**config.mk**
```make
export PLATFORM = sky130hd
export DESIGN_NAME = trace_line_sched
export DESIGN_NICKNAME = d
export VERILOG_FILES = /design/src/rtl/trace_line_sched.sv
export SDC_FILE = /design/constraint.sdc
export NUM_CORES = 1
export LEC_CHECK = 0
export CAP_MARGIN = 0
export CORE_ASPECT_RATIO = 1.75
export CORE_MARGIN = 4
export CORE_UTILIZATION = 60
export DETAILED_ROUTE_END_ITERATION = 12
export PLACE_DENSITY_LB_ADDON = 0.08
export SLEW_MARGIN = 20
export SYNTH_ARGS = -nofsm -noshare
export SYNTH_HDL_FRONTEND = slang
export SYNTH_SLANG_ARGS = --single-unit
```
**constraint.sdc**
```tcl
create_clock -name clk -period 7.3 [get_ports clk]
set_input_delay 1.825 -clock clk [delete_from_list [all_inputs] [get_ports clk]]
set_output_delay 1.825 -clock clk [all_outputs]
set_load 0.005 [all_outputs]
```
**src/rtl/trace_line_sched.sv**
```systemverilog
// Round-robin scheduler packing requester text segments into one line buffer.
// A closed line drains as a byte stream terminated by a newline.
module trace_line_sched #(
    parameter int         NREQ   = 4,
    parameter int         NCHARS = 64,
    parameter logic [7:0] SEP    = 8'h7C
) (
    input  logic              clk,
    input  logic              reset,
    input  logic [NREQ-1:0]   req_val,
    input  logic [8*NREQ-1:0] req_char,
    input  logic [NREQ-1:0]   req_last,
    output logic [NREQ-1:0]   req_rdy,
    input  logic              line_end,
    output logic              out_val,
    input  logic              out_rdy,
    output logic [7:0]        out_char,
    output logic              out_last,
    output logic              busy,
    output logic              overflow,
    output logic [31:0]       line_count
);

    localparam int IW  = $clog2(NREQ);
    localparam int AW  = $clog2(NCHARS);
    localparam int WPW = AW + 1;

    typedef enum logic [1:0] {
        ST_COLLECT,
        ST_SEP,
        ST_DRAIN
    } state_e;

    state_e          state_q, state_d;
    logic [WPW-1:0]  wp_q, wp_d;
    logic [WPW-1:0]  rp_q, rp_d;
    logic [IW-1:0]   grant_q, grant_d;
    logic [IW-1:0]   rr_ptr_q, rr_ptr_d;
    logic            lock_q, lock_d;
    logic            end_pend_q, end_pend_d;
    logic            overflow_q, overflow_d;
    logic [31:0]     line_count_q, line_count_d;
    logic [7:0]      mem_q [NCHARS];

    logic            pick_found;
    logic [IW-1:0]   pick_idx;
    int              scan;
    logic            push_en;
    logic [7:0]      push_char;
    logic            wr_en;
    logic [NREQ-1:0] rdy_c;
    logic            end_req;
    logic            line_full;
    logic            have_char;

    function automatic logic [IW-1:0] next_idx(input logic [IW-1:0] i);
        if (i == IW'(NREQ - 1)) begin
            return '0;
        end
        return i + IW'(1);
    endfunction

    // First valid requester at or after rr_ptr, wrapping modulo NREQ.
    always_comb begin
        pick_found = 1'b0;
        pick_idx   = '0;
        scan       = 0;
        for (int k = 0; k < NREQ; k++) begin
            scan = int'(rr_ptr_q) + k;
            if (scan >= NREQ) begin
                scan = scan - NREQ;
            end
            if (!pick_found && req_val[scan]) begin
                pick_found = 1'b1;
                pick_idx   = IW'(scan);
            end
        end
    end

    assign end_req   = end_pend_q | line_end;
    assign line_full = (wp_q == WPW'(NCHARS));
    assign have_char = (rp_q < wp_q);

    always_comb begin
        state_d      = state_q;
        wp_d         = wp_q;
        rp_d         = rp_q;
        grant_d      = grant_q;
        rr_ptr_d     = rr_ptr_q;
        lock_d       = lock_q;
        end_pend_d   = end_pend_q;
        overflow_d   = overflow_q;
        line_count_d = line_count_q;
        rdy_c        = '0;
        push_en      = 1'b0;
        push_char    = req_char[8*int'(grant_q) +: 8];
        out_val      = 1'b0;
        out_char     = 8'h0A;
        out_last     = 1'b0;

        unique case (state_q)
            ST_COLLECT: begin
                if (line_end) begin
                    end_pend_d = 1'b1;
                end
                if (lock_q) begin
                    rdy_c[grant_q] = 1'b1;
                    if (req_val[grant_q]) begin
                        push_en = 1'b1;
                        if (req_last[grant_q]) begin
                            lock_d   = 1'b0;
                            rr_ptr_d = next_idx(grant_q);
                            if (end_req) begin
                                state_d    = ST_DRAIN;
                                end_pend_d = 1'b0;
                                rp_d       = '0;
                            end
                        end
                    end
                end else if (end_req) begin
                    state_d    = ST_DRAIN;
                    end_pend_d = 1'b0;
                    rp_d       = '0;
                end else if (pick_found) begin
                    grant_d = pick_idx;
                    if (wp_q == '0) begin
                        rdy_c[pick_idx] = 1'b1;
                        push_en         = 1'b1;
                        push_char       = req_char[8*int'(pick_idx) +: 8];
                        if (req_last[pick_idx]) begin
                            rr_ptr_d = next_idx(pick_idx);
                        end else begin
                            lock_d = 1'b1;
                        end
                    end else begin
                        state_d = ST_SEP;
                    end
                end
            end
            ST_SEP: begin
                if (line_end) begin
                    end_pend_d = 1'b1;
                end
                push_en   = 1'b1;
                push_char = SEP;
                state_d   = ST_COLLECT;
                lock_d    = 1'b1;
            end
            ST_DRAIN: begin
                out_val = 1'b1;
                if (have_char) begin
                    out_char = mem_q[rp_q[AW-1:0]];
                end else begin
                    out_last = 1'b1;
                end
                if (out_rdy) begin
                    if (have_char) begin
                        rp_d = rp_q + WPW'(1);
                    end else begin
                        wp_d         = '0;
                        rp_d         = '0;
                        overflow_d   = 1'b0;
                        line_count_d = line_count_q + 32'd1;
                        state_d      = ST_COLLECT;
                    end
                end
            end
            default: begin
                state_d = ST_COLLECT;
            end
        endcase

        // A full buffer drops the write but the requester still sees a handshake.
        if (push_en) begin
            if (line_full) begin
                overflow_d = 1'b1;
            end else begin
                wp_d = wp_q + WPW'(1);
            end
        end
    end

    assign wr_en = push_en && !line_full;

    always_ff @(posedge clk) begin
        if (!reset) begin
            state_q      <= ST_COLLECT;
            wp_q         <= '0;
            rp_q         <= '0;
            grant_q      <= '0;
            rr_ptr_q     <= '0;
            lock_q       <= 1'b0;
            end_pend_q   <= 1'b0;
            overflow_q   <= 1'b0;
            line_count_q <= '0;
        end else begin
            state_q      <= state_d;
            wp_q         <= wp_d;
            rp_q         <= rp_d;
            grant_q      <= grant_d;
            rr_ptr_q     <= rr_ptr_d;
            lock_q       <= lock_d;
            end_pend_q   <= end_pend_d;
            overflow_q   <= overflow_d;
            line_count_q <= line_count_d;
        end
    end

    always_ff @(posedge clk) begin
        if (wr_en) begin
            mem_q[wp_q[AW-1:0]] <= push_char;
        end
    end

    assign req_rdy    = reset ? rdy_c : '0;
    assign busy       = (state_q == ST_DRAIN);
    assign overflow   = overflow_q;
    assign line_count = line_count_q;

endmodule

```
==> results.sh <==
export IMPL_path_cells="clkdlybuf4s50_1 > a21oi_1 > o21a_1 > o22ai_1 > inv_1 > ha_1 > nor3b_1 > a21oi_1 > nor2_1 > clkdlybuf4s50_1"
export IMPL_die_h_um=271
export IMPL_rsz0062_at_grt="false"
export IMPL_power_mw=8.47
export IMPL_yosys_warnings=0
export IMPL_slew_violations=0
export IMPL_synth_ff_latch_count=573
export IMPL_power_density_nw_per_um2=314
export IMPL_area_growth_pct=13.5
export IMPL_synth_most_common_cell="edfxtp_1"
export IMPL_setup_viol=0
export IMPL_clk_pin_slew_ns=0.07
export IMPL_power_frac_clock_pct=30.8
export IMPL_die_w_um=158
export IMPL_viasPerCell=6.50
export IMPL_period_needed_ns=6.27
export IMPL_io_buffers=91
export IMPL_final_layout_size_suffix_gt1_share_pct=21.0
export IMPL_start_util_pct=60.7
export IMPL_clkSinkCount=573
export IMPL_synthArstFlopShare_pct=0
export IMPL_cpMaxStageDelayCell="clkdlybuf4s50_1"
export IMPL_num_vias=12600
export IMPL_hold_path_class="reg2reg"
export IMPL_cts_buffers=48
export IMPL_p_int_mw=6.18
export IMPL_antenna_found_initial=0
export IMPL_swShare_pct=27.0
export IMPL_syn_area_um2=23800
export IMPL_ctsLongestPathBuffers=3
export IMPL_final_hold_viol_count=0
export IMPL_maxCapViolCount=0
export IMPL_path_max_fanout=13
export IMPL_max_stage_delay_ns=0.56
export IMPL_ctsResizeCount=0
export IMPL_yosysTopAreaCell="edfxtp_1"
export IMPL_ant_nets=0
export IMPL_synth_area_per_cell_um2=18.1
export IMPL_synthFlopType="edfxtp_1"
export IMPL_diodes=0
export IMPL_worst_pin_slew_ns=1.05
export IMPL_cts_max_level=2
export IMPL_grt_pass1_wl_um=80700
export IMPL_io_pins=92
export IMPL_fp_row_count=96
export IMPL_seqPwrFrac_pct=50.5
export IMPL_drc=0
export IMPL_avgRoutedWirePerCell_um=27.9
export IMPL_dp_final_hpwl_um=35600
export IMPL_fin_skew_ns=0.0194
export IMPL_grt_max_degree=52
export IMPL_synth_seq_area_share_pct=69.9
export IMPL_tns_ns=0
export IMPL_worst_path_buf_inv=3
export IMPL_cp_end_kind="primary output"
export IMPL_firstDrtPassIters=5
export IMPL_wl_um=53900
export IMPL_relSlewSlack_pct=29.4
export IMPL_cp_start_kind="primary input"
export IMPL_ys_types=63
export IMPL_crit_required_ns=5.48
export IMPL_crit_family="buffers and inverters"
export IMPL_p_sw_mw=2.29
export IMPL_fmax_mhz=160
export IMPL_grt_use_total_pct=25.6
export IMPL_worstSetupPathType="in2out"
export IMPL_dieArea_um2=43000
export IMPL_cp_data_arrival_time_ns=4.44
export IMPL_drt_iter0_drc=986
export IMPL_yosys_top_cells_area="edfxtp_1, mux4_2, dfxtp_1, nor2_1, mux2i_1"
export IMPL_hold_buffers=0
export IMPL_nets=1467
export IMPL_power_frac_comb_pct=18.7
export IMPL_synth_edff_count=512
export IMPL_grt_overflow=0
export IMPL_finalCritPeriodShare_pct=85.9
export IMPL_fin_cells=1933
export IMPL_grt_pass1_vias=12800
export IMPL_cts_tree="built"
export IMPL_synth_commonest_cells="edfxtp_1, mux4_2, nor2_1, dfxtp_1, a21oi_1"
export IMPL_status="completed"
export IMPL_core_area_um2=39200
export IMPL_synth_top_area_share_pct=64.7
export IMPL_ir_drop_mv=0.344
export IMPL_synth_cells=1310
export IMPL_cts_setup_buffers=0
export IMPL_insertion_delay_ns=0.57
export IMPL_p_leak_nw=8.21
export IMPL_gp_congestion=0.876
export IMPL_syn_nets=1372
export IMPL_dp_cells=1842
export IMPL_ctsRootBufferMaster="clkbuf_16"
==> final cells by class <==
type                            instances  area, µm²
Multi-Input combinational cell        641       6860
Clock inverter                         34        363
Inverter                               24       90.1
Sequential cell                       573      16600
Tap cell                              490        613
Timing Repair Buffer                  117       1200
Clock buffer                           54       1230
Fill cell                            2533      12200
==> stage by stage <==
step	instance area, µm²	hold slack [ns]	utilization (%)	setup WS, ns
2_1_floorplan	23800	0.453	-	0.835
3_3_place_gp	25300	0.447	64.6	1.05
3_5_place_dp	25300	0.450	64.6	1.02
4_1_cts	26900	0.460	68.7	1.00
5_1_grt	27000	0.490	68.9	0.802
6_report	27000	0.458	68.9	1.03
==> power groups by stage <==
stage	Sequential (mW)	Combinational (mW)	Clock, mW
4_1_cts	4.29	1.54	2.64
2_1_floorplan	4.37	0.883	0
5_1_grt	4.29	1.72	2.79
3_5_place_dp	4.36	1.53	0
6_report	4.28	1.58	2.61
3_3_place_gp	4.35	1.48	0
==> sequential cells by signal, summed over array words and instances (netlist names), named ones only <==
signal      cells
wp_q            7
grant_q         2
state_q         2
overflow        1
rp_q            7
lock_q          1
end_pend_q      1
line_count     32
rr_ptr_q        2
mem_q         512
==> worst reg2reg max path: stages (launching register included) <==
cell	delay (ns)
dfxtp_1	0.38
inv_1	0.19
ha_1	0.23
or3b_2	0.48
or4_1	0.74
o21ai_4	0.34
and2_1	0.19
nand4_1	0.58
nor2_1	0.98
==> routing by layer <==
metal,vias to the layer above,track usage (%),part of all wire (%)
met5,-,0,0
met4,0,8.13,3.4
met3,83,2.89,4.7
met2,419,46.5,57
met1,6552,31.8,35
li1,5519,-,-
==> final timing paths <==
check        startpoint           end  slack, ns  cells past startpoint
max          req_val[0]    req_rdy[3]       1.03                     10
min            overflow      overflow       0.46                      2
max reg2reg     wp_q[1]  mem_q[41][7]       2.80                      8
min reg2reg    overflow      overflow       0.46                      2
==> cell usage in the layout, fill, tap and decap left out, types with 9 or more instances in the layout <==
| master | instances |
|---|---|
| nor2_1 | 97 |
| o21ai_0 | 25 |
| mux2i_1 | 29 |
| and3_1 | 9 |
| ha_1 | 18 |
| buf_4 | 20 |
| edfxtp_1 | 512 |
| inv_1 | 23 |
| clkdlybuf4s50_1 | 91 |
| a21oi_1 | 40 |
| a211oi_1 | 15 |
| mux2_2 | 10 |
| clkbuf_16 | 48 |
| nand3_1 | 28 |
| or3_1 | 22 |
| nand4_1 | 10 |
| nor2b_1 | 9 |
| xnor2_1 | 10 |
| clkinv_2 | 11 |
| mux4_2 | 170 |
| nor3b_1 | 10 |
| dfxtp_1 | 57 |
| clkinv_1 | 9 |
| nor3_1 | 13 |
| nand2_1 | 34 |
==> cells by family after synthesis <==
family          count (synthesis)  synth area share (%)
fa+ha+maj                      18                 0.948
flops                         573                  69.9
mux                           209                  17.8
buf+inv                        96                  1.69
compound gates                127                  3.38
simple gates                  272                  5.77
xor+xnor                       15                 0.553
Note: power is estimated with default switching activity, not from simulation.
==> variant 1, RTL diff (config.mk and constraints unchanged) <==
The parameter `NREQ` goes from 4 to 2.
--- a/src/rtl/trace_line_sched.sv
+++ b/src/rtl/trace_line_sched.sv
@@ -3,3 +3,3 @@
 module trace_line_sched #(
-    parameter int         NREQ   = 4,
+    parameter int         NREQ   = 2,
     parameter int         NCHARS = 64,
Interface: changed (resized req_char, req_last, req_rdy and req_val); port bits go from 92 to 70. The function was not compared with the original's and may differ.
==> variant 1 against the original RTL <==
Register-to-register slack improved by 0.64 ns. Synthesized area is 2.2% lower. Largest cell class unchanged. Sequential cell count down 2. Setup slack improved by 0.51 ns. Cell count down 2.8%. Wire length shrank 3.9%. Final area fell by 3.4%. Clock skew decreased by 0.0085 ns. First-iteration DRC count grew 19%. Critical path depth fell by 3.
Power is not compared: it rests on default switching activity, and its combinational part moved more than twofold at a synthesized area within 25%.
==> variant 1: results (changes against the original RTL) <==
stage	metric	value	unit	change
outcome	status	finished, final reports clean		
synthesis	sequential share of the synthesized area	0.713		+0.0140
pwr	Max VDD drop	0.227	mV	
drt	drt initial violations	1177		+19%
clock_tree	Worst-Skew Late Latency	0.56	ns	
clock_tree	CTS-repair resized insts	0		unchanged
drt	Routed WL	51800	um	-3.9%
setup_path	largest fanout on the critical path	5		-8
job	max-cap viol count	0		unchanged
clock_tree	H-tree depth	2		unchanged
finish	Filler cells	2577		+1.7%
setup_path	crit-path max cell delay	0.52	ns	-0.04 ns
place	Inst Count DP	1791		-2.8%
place	HPWL after DPL	33200	um	-6.7%
finish	layout cells sized above 1	0.189		-0.0212
synthesis	Synth Instances	1289		-1.6%
finish	NumNets Final	1390		-5.2%
sta	Max-Slew Margin vs Limit	0.262		-0.0319
place	gpl congestion	0.850		-3.0%
finish	ant diodes	0		unchanged
finish	max reg flops	512		unchanged
drt	Pre-antenna DRT Iters	6		+1
place	count of input and output buffers	69		-24%
global_route	vias in the first global route	12500		-2.2%
clock_tree	clock-pin slew on the worst setup and hold paths	0.06	ns	
synthesis	Yosys cell types	67		+6.3%
setup_path	Worst path slowest cell	clkdlybuf4s50_1		
clock_tree	Post-CTS Setup Bufs	0		unchanged
global_route	total track usage	0.252		-0.00378
finish	final std cells w/o fill	1878		-2.8%
clock_tree	CTS Buf Count	48		unchanged
clock_tree	root buf cell	clkbuf_16		
min_path	Worst Hold Class	reg2reg		
drt	Via density	6.51		about the same
global_route	initial antenna violation count	0		unchanged
synthesis	Synth top cells by count	edfxtp_1 (512), mux4_2 (135), nor2_1 (108), dfxtp_1 (59), mux2i_1 (50)		
sta	Final Skew	0.0109	ns	-0.00845 ns
synthesis	Synth area leaders	edfxtp_1 (66%), mux4_2 (13%), dfxtp_1 (5.1%)		
clock_tree	maximum clock path buffer count	3		unchanged
synthesis	Post-synth ARST share	0		unchanged
place	Post-DP Area	0.0244	mm2	-3.4%
place	Place WS	1.55	ns	+0.531 ns
setup_path	Crit path arrival time	3.93	ns	-0.51 ns
global_route	pin count of the biggest net entering global routing	65		+25%
synthesis	Post-Syn Nets	1323		-3.6%
synthesis	EDFF count, synth	512		unchanged
global_route	global-route wire length before repair	78000	um	-3.3%
synthesis	synth warn	0		unchanged
finish	multi-input logic area	0.00633	mm2	-7.6%
pwr	Leak	7.91	nW	
## variant 1: cell count changes in the layout (fill, tap and decap cells not counted), sizes merged, moves of 11 or more
cell / change
mux2i: +21
clkdlybuf4s50: -22
o21ai: -14
nor2: +11
mux4: -35
## variant 1: cell families after synthesis
family / count (synthesis) / synth area share
adder cells (fa/ha/maj): 10 / 0.00539
flip-flops: 571 / 0.713
buffers and inverters: 89 / 0.0187
AO/OA/AOI/OAI: 126 / 0.0367
XOR/XNOR: 21 / 0.00792
multiplexers: 191 / 0.155
AND/OR/NAND/NOR: 281 / 0.0634
## variant 1: worst paths after layout
path                                    start                          end  slack, ns  cells past startpoint
hold / removal    line_count[29]$_SDFFE_PN0P_  line_count[29]$_SDFFE_PN0P_       0.50                      2
hold reg to reg   line_count[29]$_SDFFE_PN0P_  line_count[29]$_SDFFE_PN0P_       0.50                      2
setup reg to reg           wp_q[1]$_SDFF_PN0_       mem_q[17][5]$_DFFE_PP_       3.44                      9
setup / recovery                   req_val[1]                   req_rdy[1]       1.54                      7
## variant 1: where the power goes
group	switching [mW]	internal, mW
combinational	0.395	0.145
sequential	0.0256	3.76
clock	1.11	1.51
## variant 1: worst max-delay path, delay by kind of cell
kind	cells	cell delay, ns
buf+inv	2	1.04
simple gates	4	0.99
compound gates	1	0.08
## variant 1: cell type report
class                   instances  area share
clock inverters                24      0.0114
clock buffers                  63      0.0502
flip-flops and latches        571       0.636
multi-input cells             629       0.243
well taps                     485      0.0233
repair buffers                 89      0.0337
inverters                      17     0.00245
## variant 1: per-layer routing
layer / vias to the layer above / share of wire / GRT usage
met5: - / 0 / 0
met3: 106 / 0.056 / 0.0292
met1: 6318 / 0.35 / 0.312
met2: 446 / 0.55 / 0.454
met4: 0 / 0.042 / 0.0984
li1: 5351 / - / -
==> variant 2, RTL diff (same flow settings) <==
Without the edit above. Reset style: asynchronous (`reset`), changed in one clocked block.
--- a/src/rtl/trace_line_sched.sv
+++ b/src/rtl/trace_line_sched.sv
@@ -184,3 +184,3 @@
 
-    always_ff @(posedge clk) begin
+    always_ff @(posedge clk or negedge reset) begin
         if (!reset) begin
Behaviour: not the same (Yosys sat finds a counterexample within 4 cycles, from zero or initial values and one cycle with reset low; the reset may be asserted at any time).
==> variant 2 against the original RTL <==
Sequential cell count fell by 6. Setup slack got worse by 0.022 ns. Final area fell by 0.96%. Synthesized area fell by 0.58%. Non-clock buffer count did not move. Power rose by 18%. Wire length fell by 2.1%. Critical path depth fell by 4. Sequential share of layout area rose by 1.2 points. Clock skew fell by 0.0045 ns. Critical endpoint is now out_char[6].
==> variant 2: results (changes against the original RTL) <==
stage	metric	value	unit	change
outcome	status	finished, final reports clean		
synthesis	Yosys cell types	55		-13%
drt	met1 WL	19100	um	+0.71%
drt	WL met2	28000	um	-8.5%
synthesis	Synth area leaders	edfxtp_1 (65%), mux4_2 (16%), dfrtp_1 (5.8%)		
pwr	Sw Pwr	3.13	mW	+37%
synthesis	sequential share of the synthesized area	0.709		+0.0107
drt	WL met3	3220	um	+28%
global_route	global-route wire length before repair	80100	um	-0.76%
synthesis	Post-Synth Adder-Cell Area	0.00953		+0.0000557
pwr	PwrDens	376	mW/mm2	+20%
pwr	seq pwr	4.56	mW	+6.5%
place	Place WS	1.21	ns	+0.188 ns
place	gpl congestion	0.837		-4.5%
pwr	combinational power	2.86	mW	+81%
global_route	total track usage	0.253		-0.00246
clock_tree	Post-CTS Setup Bufs	0		unchanged
place	count of input and output buffers	91		unchanged
sta	Final Skew	0.0148	ns	-0.00454 ns
job	max-cap viol count	0		unchanged
pwr	Leak	8.66	nW	+5.5%
synthesis	synth warn	0		unchanged
min_path	hold path cells	1		-1
synthesis	EDFF count, synth	512		unchanged
synthesis	xor and xnor area share after synthesis	0.0115		+0.00597
drt	Routed WL	52800	um	-2.1%
min_path	Worst Hold Class	reg2reg		
global_route	vias in the first global route	12800		-0.42%
setup_path	R2R cell count	8		unchanged
synthesis	post-synthesis compound-gate area fraction	0.0240		-0.00971
synthesis	mux cell area share after synthesis	0.181		+0.00242
global_route	pin count of the biggest net entering global routing	65		+25%
synthesis	Synth top cells by count	edfxtp_1 (512), mux4_2 (173), nor2_1 (102), dfrtp_1 (55), nand2_1 (34)		
place	Inst Count DP	1788		-2.9%
setup_path	Worst path slowest cell	dfrtp_4		
place	Post-DP Area	0.0251	mm2	-0.71%
drt	Via density	6.54		+0.58%
global_route	met2 Use GR	0.435		-0.0308
setup_path	Crit path arrival time	4.46	ns	+0.02 ns
clock_tree	maximum clock path buffer count	3		unchanged
clock_tree	root buf cell	clkbuf_16		
finish	NumNets Final	1415		-3.5%
synthesis	Avg Cell Area, Syn	19.0	um2	+4.6%
clock_tree	CTS-repair resized insts	0		unchanged
global_route	global-route met3 utilization	0.0269		-0.00201
global_route	met1 Use GR	0.333		+0.0148
synthesis	Post-synth ARST share	0.0970		+0.0970
finish	layout cells sized above 1	0.216		+0.00600
pwr	Max VDD drop	0.242	mV	-30%
drt	Via Count	12300		-2.5%
drt	drt initial violations	1115		+13%
setup_path	top cell family by delay on the critical path	multiplexers		
synthesis	Post-Syn Nets	1307		-4.7%
setup_path	crit-path max cell delay	1.05	ns	+0.49 ns
sta	Slew @ Worst Pin	1.04	ns	-0.0144 ns
place	HPWL after DPL	33600	um	-5.6%
setup_path	largest fanout on the critical path	47		+34
[variant 2: final timing paths]
path	to	startpoint	slack (ns)
worst max register to register	mem_q[63][4]$_DFFE_PP_	wp_q[0]$_DFF_PN0_	3.63
worst min-delay path	line_count[31]$_DFFE_PN0P_	line_count[31]$_DFFE_PN0P_	0.47
worst min register to register	line_count[31]$_DFFE_PN0P_	line_count[31]$_DFFE_PN0P_	0.47
max in group asynchronous	rp_q[1]$_DFFE_PN0P_	reset	5.35
min in group asynchronous	wp_q[1]$_DFF_PN0_	reset	1.39
worst max-delay path	out_char[6]	rp_q[0]$_DFFE_PN0P_	1.01
[variant 2: layout make-up]
| cell class | count | area [um2] |
|---|---|---|
| inverters | 34 | 128 |
| flip-flops and latches | 567 | 16800 |
| fillers | 2458 | 11900 |
| clock buffers | 56 | 1250 |
| multi-input cells | 585 | 6500 |
| clock inverters | 30 | 345 |
| well taps | 485 | 607 |
| repair buffers | 117 | 1110 |
